File: src/rtl/seq_detect_pkg.sv
// Shared encodings and defaults for the word-level sequence detector.
package seq_detect_pkg;

  typedef enum logic [1:0] {
    IDLE   = 2'b00,
    SHIFT  = 2'b01,
    REPORT = 2'b10
  } state_e;

  localparam int unsigned WORD_W_DEF = 16;

  // Reset pattern; the controller keeps the low PAT_W bits.
  localparam logic [31:0] DEF_PATTERN = 32'b0110;

  // Reported first-match index when a word contains no match.
  function automatic int unsigned none_idx(input int unsigned word_w);
    return word_w;
  endfunction

endpackage

File: src/rtl/seq_match_core.sv
// Serial Mealy pattern matcher: history shift register plus a saturating fill count.
module seq_match_core #(
  parameter int unsigned PAT_W = 4
) (
  input  logic             clk,
  input  logic             reset,
  input  logic             clear,
  input  logic             bit_valid,
  input  logic             bit_in,
  input  logic [PAT_W-1:0] pattern,
  input  logic             overlap,
  output logic             match
);

  localparam int unsigned FW = (PAT_W > 2) ? $clog2(PAT_W) : 1;
  localparam logic [FW-1:0] FULL = FW'(PAT_W - 1);

  logic [PAT_W-2:0] hist_q;
  logic [FW-1:0]    fill_q;
  logic [PAT_W-1:0] win;

  assign win   = {hist_q, bit_in};
  assign match = bit_valid && (fill_q == FULL) && (win == pattern);

  always_ff @(posedge clk) begin
    if (reset || clear) begin
      hist_q <= '0;
      fill_q <= '0;
    end else if (bit_valid) begin
      hist_q <= win[PAT_W-2:0];
      // Non-overlapping mode restarts the fill so a match cannot reuse bits.
      if (match && !overlap)
        fill_q <= '0;
      else if (fill_q != FULL)
        fill_q <= fill_q + 1'b1;
    end
  end

endmodule

File: src/rtl/seq_detect_ctrl.sv
// Word-level controller: accepts a word, serialises it MSB-first into the matcher, reports count/first/hit.
module seq_detect_ctrl
  import seq_detect_pkg::*;
#(
  parameter int unsigned WORD_W = WORD_W_DEF,
  parameter int unsigned PAT_W  = 4,
  parameter int unsigned CNT_W  = 5
) (
  input  logic              clk,
  input  logic              reset,
  input  logic              cfg_we,
  input  logic [PAT_W-1:0]  cfg_pattern,
  input  logic              cfg_overlap,
  input  logic              in_valid,
  output logic              in_ready,
  input  logic [WORD_W-1:0] in_word,
  output logic              out_valid,
  input  logic              out_ready,
  output logic [CNT_W-1:0]  out_count,
  output logic [CNT_W-1:0]  out_first,
  output logic              out_hit,
  output logic              busy
);

  localparam logic [CNT_W-1:0] NONE = CNT_W'(none_idx(WORD_W));
  localparam logic [CNT_W-1:0] LAST = CNT_W'(WORD_W - 1);
  localparam logic [PAT_W-1:0] PAT_RST = DEF_PATTERN[PAT_W-1:0];

  state_e             state_q;
  logic [WORD_W-1:0]  word_q;
  logic [CNT_W-1:0]   idx_q;
  logic [CNT_W-1:0]   count_q;
  logic [CNT_W-1:0]   first_q;
  logic [PAT_W-1:0]   pat_q;
  logic               ovl_q;

  logic               accept;
  logic               shifting;
  logic               match;
  logic [WORD_W-1:0]  word_sh;

  assign in_ready  = (state_q == IDLE) && !cfg_we;
  assign accept    = in_valid && in_ready;
  assign shifting  = (state_q == SHIFT);
  assign word_sh   = word_q << idx_q;

  assign out_valid = (state_q == REPORT);
  assign busy      = (state_q != IDLE);
  assign out_count = count_q;
  assign out_first = first_q;
  assign out_hit   = (count_q != '0);

  seq_match_core #(.PAT_W(PAT_W)) u_match (
    .clk       (clk),
    .reset     (reset),
    .clear     (accept),
    .bit_valid (shifting),
    .bit_in    (word_sh[WORD_W-1]),
    .pattern   (pat_q),
    .overlap   (ovl_q),
    .match     (match)
  );

  always_ff @(posedge clk) begin
    if (reset) begin
      state_q <= IDLE;
      word_q  <= '0;
      idx_q   <= '0;
      count_q <= '0;
      first_q <= NONE;
      pat_q   <= PAT_RST;
      ovl_q   <= 1'b0;
    end else begin
      case (state_q)
        IDLE: begin
          // Config write wins over a word in the same cycle; in_ready is low then.
          if (cfg_we) begin
            pat_q <= cfg_pattern;
            ovl_q <= cfg_overlap;
          end else if (in_valid) begin
            word_q  <= in_word;
            idx_q   <= '0;
            count_q <= '0;
            first_q <= NONE;
            state_q <= SHIFT;
          end
        end
        SHIFT: begin
          idx_q <= idx_q + 1'b1;
          if (match) begin
            count_q <= count_q + 1'b1;
            if (first_q == NONE)
              first_q <= idx_q;
          end
          if (idx_q == LAST)
            state_q <= REPORT;
        end
        REPORT: begin
          if (out_ready)
            state_q <= IDLE;
        end
        default: state_q <= IDLE;
      endcase
    end
  end

endmodule

File: config.mk
export PLATFORM = sky130hd
export DESIGN_NAME = seq_detect_ctrl
export DESIGN_NICKNAME = d
export VERILOG_FILES = /design/src/rtl/seq_detect_pkg.sv /design/src/rtl/seq_match_core.sv /design/src/rtl/seq_detect_ctrl.sv
export SDC_FILE = /design/constraint.sdc
export NUM_CORES = 1
export LEC_CHECK = 0
export BUFFER_PORTS_ARGS = -buffer_cell sky130_fd_sc_hd__buf_4
export CORE_MARGIN = 8
export CORE_UTILIZATION = 59
export DETAILED_ROUTE_END_ITERATION = 8
export PLACE_DENSITY_LB_ADDON = 0.3
export SETUP_SLACK_MARGIN = 0.3
export SLEW_MARGIN = 20
export SYNTH_ARGS = -nofsm -noshare
export SYNTH_HDL_FRONTEND = slang
export SYNTH_SLANG_ARGS = --single-unit
File: constraint.sdc
create_clock -name clk -period 6 [get_ports clk]
set_clock_uncertainty 0.2 [all_clocks]
set_input_delay 0.3 -clock clk [delete_from_list [all_inputs] [get_ports clk]]
set_output_delay 0.3 -clock clk [all_outputs]
set_load 0.005 [all_outputs]
# After elaboration in Yosys (flattened, before gate mapping)
# Index checks and enable logic that the tools add are counted.
# totals
register_bits	43
in_bits	26
output_inout_bits	14
wordCells	64
# classes
n_addsub	3
n_eq_ne	13
shift	1
mux	17
bitwise_logic	1
reduce_logical	20
# ops
op	n
$mux 5	7
$pmux 5 s2	3
$shl 16x5->16	1
$mux 2	6
$ne 2x2->1 const B	6
$add 5x1->5 const B	2
$reduce_and 4->1	2
$pmux 2 s3	1
$reduce_and 3->1	2
$reduce_bool 2->1	3
$eq 5x4->1 const B	1
$eq 5x5->1 const B	1
$logic_and 1x1->1	5
$reduce_and 5->1	1
$reduce_bool 5->1	1
$eq 2x2->1 const B	2
$eq 4x4->1	1
$reduce_and 2->1	2
$add 2x1->2 const B	1
$eq 2x1->1 const B	1
$logic_not 1->1	2
$logic_not 2->1	1
$ne 2x1->1 const B	1
$logic_or 1x1->1	1
$not 1->1	1

# Longest topological paths before layout
# Gate-level depths: netlist of the first run.
# depth
ltp_word	6
ltp_mapped	9
ltp_nobuf	7

# Cells and area by module
# From an unflattened synthesis of the first run, not the netlist that was laid out.
# unflattened
cells_unflattened	232
hier_area_um2	2003.2
# modules_own_cells
module	n_inst	cells_each	area_each_um2	seq_area_each_um2
seq_detect_ctrl	1	201	1725.4	760.7
seq_match_core	1	31	277.8	100.1

# Worst setup path before layout of the first run
# Ideal clock, no wire load.
# synth_path
kind	reg2reg
startpoint	register idx_q[0]
endpoint	register count_q[4] (netlist: out_count[4])
setup_ns	0.074
arrival_time_ns	2.398
required_ns	5.726
slack_ns	3.327
path_stages_with_launch	9
path_buffers	3
period_less_slack_ns	2.673
path_cell_list	dfxtp_1 > buf_6 > mux4_2 > o2111a_1 > buf_6 > or4b_1 > buf_2 > a2111o_1 > o21ai_0
# synth_via
elab_chain_len	5
# synth_lines
item	line	text
from (decl)	seq_detect_ctrl.sv:31	logic [CNT_W-1:0] idx_q;
from (signal assigned)	seq_detect_ctrl.sv:89	idx_q <= idx_q + 1'b1;
$shl 16x5->16	seq_detect_ctrl.sv:45	assign word_sh = word_q << idx_q;
$eq 4x4->1	seq_match_core.sv:23	assign match = bit_valid && (fill_q == FULL) && (win == pattern);
$logic_and 1x1->1	seq_match_core.sv:23	
$ne 2x2->1 (no source line)	-	
$reduce_and 4->1 (no source line)	-	
to (signal assigned)	seq_detect_ctrl.sv:91	count_q <= count_q + 1'b1;
to (decl)	seq_detect_ctrl.sv:32	logic [CNT_W-1:0] count_q;
# Every way passes these cells.
# A chain may end at the register's enable or synchronous reset.

# Worst setup path after layout of the first run
# layout_path
startpoint	register idx_q[0]
endpoint	register count_q[3] (netlist: out_count[3])
# Same word-level chain as after synthesis.

==> metrics list, run 1 <==
- Buffer type at the clock tree root: sky130_fd_sc_hd__clkbuf_4
- Post-CTS clock slew at the launch and capture registers of the worst setup and hold paths: 0.13 ns
* Net count reported at finish: approximately 330
* H-Tree Depth: 2
- Routability congestion estimate from global placement: 0.841
- Transition time of the tightest slew-check pin: 0.987 ns
- IR analysis of the VDD net gives a maximum drop of ~0.19 mV.
- After synthesis, flip-flops and latches occupy between 40% and 50% of the total area.
- Most common library cell in the layout ignoring fill and taps: sky130_fd_sc_hd__nand2_1
- Summed over all layers, the global routing overflow is 0.
* Die Span Y: 75.5 um
* Number of max-cap violations: 0
* Maximum fanout along the worst path: 11
- # setup viols final: 0
- Clock latency on the worst-skew pair, taken at its later pin, is ~0.36 ns.
- Portion of total power attributed to combinational logic: 13.4%
- Compared with the post-synthesis result, the final layout area differs by 25.1%.
* DR DRC count: 0
* Antenna-violating nets left: 0
- Final slew viol count: 0
* First-pass iteration count of the detailed router: 4
* Endpoint required time on the critical path: between 6 and 7 ns
* Period utilization: 49.8%
- Global-route wire length before repair: slightly below 9000 um
- Worst hold path depth: 3
* Total of buffers placed on input and output ports: 39
* Post-CTS setup buffer count: 0
- For this design, the sink count on the clock tree is 43.
- In the layout the commonest cells are sky130_fd_sc_hd__nand2_1, sky130_fd_sc_hd__dfxtp_1, sky130_fd_sc_hd__buf_4.
* Critical Path AT: 3.08 ns
- Initial Util: 62.0%
- Sum of negative setup slack: 0 ns
- Synthesized flop and latch total: 43
- The number of global-route vias before repair came to 1993.
* Worst min-delay path category: input pin to register
- Switching power summed over all nets: 138 uW
- After layout, the worst setup slack is 3.01 ns.
* Startpoint types: register
- Lkg Pwr: 1.05 nW
- Die Wd: 75.5 um
- Initial antenna violation count: 0
* Power per standard cell area: 206 nW/um2
* Synthesized area per cell: between 8 and 9 um2
* Total clock buffers created by CTS: 5
* Wire length reported by the detailed router: roughly 5300 um
- Unrepaired setup endpoints after global routing: false
* Number of nets produced by synthesis: 286
- In the routed layout, each cell is associated on average with a via count of 5.87.
* Cts-stage hold buffer count: 19
- In this run the count of I/O pins placed on the die edge is 40.
- In this run, flip-flops and latches consume between 50 and 60% of the power.
* Launch point of the worst reg-to-reg path: idx_q[0]$_SDFFE_PP0P_
- Synthesis warning total: 0
- Ant diodes: 0
- Routed wirelength normalized by instance count: 15.3 um
- The most used flip-flop cell after synthesis is sky130_fd_sc_hd__dfxtp_1.
- The clock passes through at most 2 buffers.
* Post-Synthesis Cells: 255
- Number of library cell types mapped by synthesis: 41
* Reg2reg end: out_count[3]$_SDFFE_PP0P_
- Synth async-reset ratio: 0%
* Count of endpoints failing hold in the final timing report: 0
* Final worst path period need: 2.99 ns
* Type of the setup path with the least slack: register to register
- Element type at the critical path end: register
* Highest clock rate: between 300 and 400 MHz
- TritonCTS built the clock tree.
- Across all layers, the routed design uses 2048 vias.
- Summed over all nets, the half-perimeter wirelength after detailed placement is 3400 um.
- Worst Reg2Reg Path Length in Cells: 5
- Starting DRC count in detailed routing: 215
- Hold path endpoint: pat_q[1]$_SDFFE_PP1P_
- Area inside the core boundary: 3360 um2
- The internal power of the cells totals 400 uW.
- Run status: completed
- The critical path starts at idx_q[0]$_SDFFE_PP0P_.
- In this run, synthesis inferred 0 flip-flops with an integrated enable.
* Worst-case register-to-register setup slack: 3.01 ns
- Core Rows: 21
* Normalized max-slew margin: 33.6%
- The clock network accounts for 30.0% of the total power.
- Hold Crit Start: cfg_pattern[1]
- After clock tree synthesis, the repair step resized 0 gates.
- Area enclosed by the die boundary: 5690 um2
- Before CTS, the worst setup slack after placement is 3.07 ns.
- The synthesized netlist occupies a cell area of 2090 um2.
- Largest net degree at the start of global routing: 38
* Tot GR Track Use: approximately a fifth
* Share of post-route cells with drive strength above 1: 17.2%
- Net switching share of the total power: between 20% and 30%
layout make-up:
class | count | area [um2]
inverter | 5 | 18.8
fill | 252 | 754
clock buffer | 8 | 68.8
sequential | 43 | 861
timing repair buffer | 58 | 483
tap | 46 | 57.6
multi-input combinational | 189 | 1120
cells in the mapped netlist, types with 4 or more instances:
cell                       number  share of area, %
sky130_fd_sc_hd__or4_1          4               1.4
sky130_fd_sc_hd__nor2_1        18               3.2
sky130_fd_sc_hd__nand2_1       52               9.4
sky130_fd_sc_hd__nor2b_1        4               1.2
sky130_fd_sc_hd__nor3_1         7               1.7
sky130_fd_sc_hd__inv_1          5              0.90
sky130_fd_sc_hd__nand3_1        7               1.7
sky130_fd_sc_hd__o21ai_0        5               1.2
sky130_fd_sc_hd__a21oi_1       31               7.4
sky130_fd_sc_hd__ha_1           5               3.0
sky130_fd_sc_hd__clkbuf_1      12               2.2
sky130_fd_sc_hd__xor2_1         5               2.1
sky130_fd_sc_hd__dfxtp_1       43                41
sky130_fd_sc_hd__mux2i_1        7               3.4
sky130_fd_sc_hd__nand3b_1       4               1.4
sky130_fd_sc_hd__o31ai_1        4               1.4
sequential cells by signal (all words and copies together), names as in the netlist:
signal          flops
ovl_q               1
out_first           5
out_count           5
word_q             16
state_q             2
idx_q               5
pat_q               4
u_match.fill_q      2
u_match.hist_q      3
cells by family (layout without fill, tap and decap cells):
| kind of cell | count (synthesis) | after routing | share of synthesized area [%] |
|---|---|---|---|
| muxes | 9 | 9 | 5.52 |
| AOI/OAI and AO/OA | 56 | 56 | 17.0 |
| DFF | 43 | 43 | 41.3 |
| adders and majority gates | 5 | 5 | 3.00 |
| buffers and inverters | 23 | 71 | 5.04 |
| and+or+nand+nor | 114 | 114 | 26.1 |
| xor gates and xnor gates | 5 | 5 | 2.10 |
worst max path at each step:
stage	endpoint	slack [ns]	cells past startpoint
detailed placement	out_count[3]$_SDFFE_PP0P_	3.07	5
CTS	out_count[3]$_SDFFE_PP0P_	3.04	5
finish	out_count[3]$_SDFFE_PP0P_	3.01	5
global route	out_first[1]$_SDFFE_PP0P_	2.83	5
floorplan	out_count[4]$_SDFFE_PP0P_	3.33	8
global placement	out_count[4]$_SDFFE_PP0P_	3.14	5
layer usage:
| layer | GRT usage (%) | wire length, um | vias to the layer above |
|---|---|---|---|
| met2 | 35.1 | 2640 | 84 |
| li1 | - | - | 992 |
| met1 | 22.3 | 2150 | 951 |
| met4 | 10.4 | 159 | 0 |
| met3 | 5.66 | 375 | 21 |
| met5 | 0 | 0 | - |
worst max-delay path: stages (launching register included):
cell	delay [ns]
sky130_fd_sc_hd__dfxtp_1	0.63
sky130_fd_sc_hd__mux4_2	0.55
sky130_fd_sc_hd__o2111a_1	0.35
sky130_fd_sc_hd__or4b_1	0.65
sky130_fd_sc_hd__a2111o_1	0.44
sky130_fd_sc_hd__o21ai_0	0.08
stage by stage:
| step | utilization [%] | std cells | power, mW | area, um2 | hold WS [ns] |
|---|---|---|---|---|---|
| final | 77.6 | 349 | 0.539 | 2610 | 0.0480 |
| after global routing | 77.6 | 349 | 0.562 | 2610 | 0.0370 |
| after CTS | 77.6 | 349 | 0.536 | 2610 | 0.0382 |
| after detailed placement | 69.9 | 322 | 0.371 | 2350 | 0.247 |
| after global placement | 69.9 | 322 | 0.369 | 2350 | 0.245 |
| after floorplan | - | 255 | 0.349 | 2090 | 0.233 |
power groups by stage:
| stage | Sequential [mW] | Clock [mW] | Combinational [mW] |
|---|---|---|---|
| floorplan | 0.306 | 0 | 0.0428 |
| global placement | 0.311 | 0 | 0.0585 |
| detailed placement | 0.311 | 0 | 0.0599 |
| CTS | 0.305 | 0.161 | 0.0699 |
| global route | 0.307 | 0.175 | 0.0795 |
| finish | 0.305 | 0.161 | 0.0721 |
No activity file was read; power rests on OpenSTA's default activity.
==> run 2: changes to the inputs <==
Settings changed: CORE_UTILIZATION 59 to 49.
Clock period 6 ns to 2.6 ns, I/O delays scaled along.
==> metrics list, run 2 (synthesis gave the netlist of run 1 again) <==
- Run status: completed (unchanged).
* Launch point of the worst reg-to-reg path: idx_q[0]$_SDFFE_PP0P_ (unchanged)
- The final-report setup violation count came to 0 (unchanged).
- The cell depth of the worst min-delay path is 2 (was 3).
- The power density over the cells came to 461 nW/um2 (was 206 nW/um2).
- The met2 track demand over resource in global routing was 29.9% (was 35.1%).
- Worst min-delay path category: input pin to register (unchanged)
- Initial antenna violation count: 0 (unchanged)
* Clock sink count: 43 (unchanged)
* Antenna-violating nets left: 0 (unchanged)
* Global-route congestion overflow total: 0 (unchanged)
- The met3 usage was 4.30% (was 5.66%).
- The clock transition time at the flip-flop clock pins of the worst setup and hold paths is 0.08 ns (was 0.13 ns).
* Maximum fanout along the worst path: 4 (was 11)
- The worst hold margin was 0.0241 ns (was 0.0480 ns).
- The full die area is 6600 um2 (was 5690 um2).
- The total number of nets in the final design was 362 (was 333).
- The endpoint of the lowest-slack register-to-register path was out_count[3]$_SDFFE_PP0P_ (unchanged).
* Startpoint types: register (unchanged)
- Register name with the most flops: word_q (unchanged)
- Most common library cell in the layout ignoring fill and taps: sky130_fd_sc_hd__buf_4 (was sky130_fd_sc_hd__nand2_1)
* Transition time of the tightest slew-check pin: 0.658 ns (was 0.987 ns)
- Largest net degree at the start of global routing: 38 (unchanged)
* Count of endpoints failing hold in the final timing report: 0 (unchanged)
- Endpoint required time on the critical path: 2.64 ns (was 6.09 ns)
- The count of cells along the worst register-to-register path came to 5 (unchanged).
- The worst supply voltage drop on vdd was 0.296 mV (was 0.186 mV).
- The layer with the highest usage after global routing is met2 (unchanged).
- The root buffer cell is sky130_fd_sc_hd__clkbuf_8 (was sky130_fd_sc_hd__clkbuf_4).
* Routability congestion estimate from global placement: 0.808 (was 0.841)
* Type of the setup path with the least slack: register to register (unchanged)
- The cell with the largest stage delay on the worst path was sky130_fd_sc_hd__or4b_4 (was sky130_fd_sc_hd__or4b_1).
* Highest clock rate: 421 MHz (was 335 MHz)
- The global routing met1 resource utilization was 19.5% (was 22.3%).
* Area of placed instances: 2450 um2 (was 2350 um2)
- The first-pass iteration count of the detailed router is 4 (unchanged).
* DR DRC count: 0 (unchanged)
* Cell-by-cell trace of the critical path: mux4_2 -> o2111a_2 -> or4b_4 -> a2111o_1 -> o21ai_1 (was mux4_2 -> o2111a_1 -> or4b_1 -> a2111o_1 -> o21ai_0)
- Lkg Pwr: 1.22 nW (was 1.05 nW)
* Most frequent cells in the layout: sky130_fd_sc_hd__buf_4, sky130_fd_sc_hd__nand2_1, sky130_fd_sc_hd__dfxtp_1 (was sky130_fd_sc_hd__nand2_1, sky130_fd_sc_hd__dfxtp_1, sky130_fd_sc_hd__buf_4)
* Detail-routed via count per cell: 5.47 (was 5.87)
- Unrepaired setup endpoints after global routing: true (was false).
* Insertion delay of the later-clocked pin in the worst-skew pair: 0.31 ns (was 0.36 ns)
- Final worst path period need: 2.38 ns (was 2.99 ns)
* Worst-case register-to-register setup slack: 0.22 ns (was 3.01 ns)
- The first-pass GRT wire length was 9200 um (was 8940 um).
- The endpoint of the worst hold-timing path is state_q[1]$_SDFFE_PP0P_ (was pat_q[1]$_SDFFE_PP1P_).
- Total clock buffers created by CTS: 5 (unchanged)
- The total number of placement rows came to 23 (was 21).
- The critical path data arrival time came to 2.41 ns (was 3.08 ns).
* CTS tree: built (unchanged)
- The count of H-tree levels built during CTS came to 2 (unchanged).
- The endpoint type of the worst setup path was a register (unchanged).
- The iteration-0 DRC count of the detailed router is 160 (was 215).
* HPWL reported at the end of detailed placement: 3540 um (was 3400 um)
* Total of buffers placed on input and output ports: 39 (unchanged)
- Via total after detailed routing: 2091 (was 2048)
- Vias in the first global route: 2103 (was 1993)
- The initial core utilization was 51.4% (was 62.0%).
- The antenna diode instance count is 0 (unchanged).
- The clock tree buffer depth came to 2 (unchanged).
- The flip-flop count of the largest register after layout came to 16 (unchanged).
* Largest stage delay, worst path: 0.51 ns (was 0.65 ns)
- The share of post-route cells with drive strength above 1 is 27.7% (was 17.2%).
- Layout area overhead: 43.5% (was 25.1%)
- Period utilization: 91.4% (was 49.8%)
* Routed wirelength normalized by instance count: 15.1 um (was 15.3 um)
* I/O pins: 40 (unchanged)
* Die Wd: 81.2 um (was 75.5 um)
- The startpoint of the most critical hold path is reset (was cfg_pattern[1]).
- Number of max-cap violations: 0 (unchanged)
- The global router's overall resource usage is 17.6% (was 20.4%).
* Area of all placed cells without fillers: 2990 um2 (was 2610 um2)
* Wire length reported by the detailed router: 5770 um (was 5330 um)
- Area inside the core boundary: 4060 um2 (was 3360 um2)
* Sum of negative setup slack: 0 ns (unchanged)
* Final slew viol count: 0 (unchanged)
* Die Span Y: 81.2 um (was 75.5 um)
- The max-slew headroom at the worst pin is 56.1% (was 33.6%).
==> run 2: changes by cell type in the layout (fill, tap and decap cells not counted), moves of 5 or more <==
cell / change
sky130_fd_sc_hd__buf_4: +17
sky130_fd_sc_hd__buf_6: +5
sky130_fd_sc_hd__clkbuf_4: -5
sky130_fd_sc_hd__clkbuf_8: +5
sky130_fd_sc_hd__dlygate4sd3_1: +6
==> run 2: final cells by class <==
| cell class | count | area [um2] |
|---|---|---|
| sequential | 43 | 866 |
| inverter | 5 | 18.8 |
| clock buffer | 8 | 100 |
| multi-input combinational | 190 | 1220 |
| fill | 304 | 1060 |
| timing repair buffer | 86 | 727 |
| tap | 50 | 62.6 |
==> run 2: stage by stage <==
step / total power [mW] / cells / util, % / worst slack [ns]
after CTS: 1.37 / 380 / 71.6 / 0.234
after global routing: 1.44 / 382 / 73.8 / 0.161
after global placement: 0.868 / 339 / 60.5 / 0.104
after floorplan: 0.808 / 255 / - / 0.00964
final: 1.38 / 382 / 73.8 / 0.225
after detailed placement: 0.871 / 339 / 60.5 / 0.0720
==> run 2: critical path: cells and delay by family, from the launching register on <==
| family | cells | cell delay, ns |
|---|---|---|
| flops | 1 | 0.36 |
| compound gates | 3 | 0.75 |
| simple gates | 1 | 0.51 |
| mux | 1 | 0.50 |
==> run 2: per-layer routing <==
metal	vias up	part of all wire, %
li1	1047	-
met1	972	42
met2	60	50
met3	12	5.7
met4	0	2.4
met5	-	0
==> run 2: what timing repair did <==
item | 4_1_cts | 5_1_grt
setup endpoints to repair | 11 | 12
hold buffers | 25 | 0
buffers inserted | 7 | 1
hold endpoints to repair | 22 | 0
pin swaps | 12 | 11
resized for setup | 12 | 18
cloned | 1 | 1
==> run 2: worst max-delay path by stage <==
| stage | from | end | slack [ns] | cells past startpoint |
|---|---|---|---|---|
| finish | idx_q[0]$_SDFFE_PP0P_ | out_count[3]$_SDFFE_PP0P_ | 0.22 | 5 |
| global route | idx_q[0]$_SDFFE_PP0P_ | out_count[3]$_SDFFE_PP0P_ | 0.16 | 5 |
| CTS | idx_q[0]$_SDFFE_PP0P_ | out_count[3]$_SDFFE_PP0P_ | 0.23 | 5 |
| detailed placement | idx_q[0]$_SDFFE_PP0P_ | out_count[3]$_SDFFE_PP0P_ | 0.07 | 5 |
| global placement | idx_q[0]$_SDFFE_PP0P_ | out_count[4]$_SDFFE_PP0P_ | 0.10 | 5 |
| floorplan | idx_q[0]$_SDFFE_PP0P_ | out_count[3]$_SDFFE_PP0P_ | 0.01 | 8 |
==> run 2: report_power, final <==
group	leakage [nW]	switching (mW)	internal, mW	total [mW]
combinational	0.816	0.103	0.110	0.213
clock	0.0515	0.227	0.242	0.469
sequential	0.351	0.0176	0.681	0.699
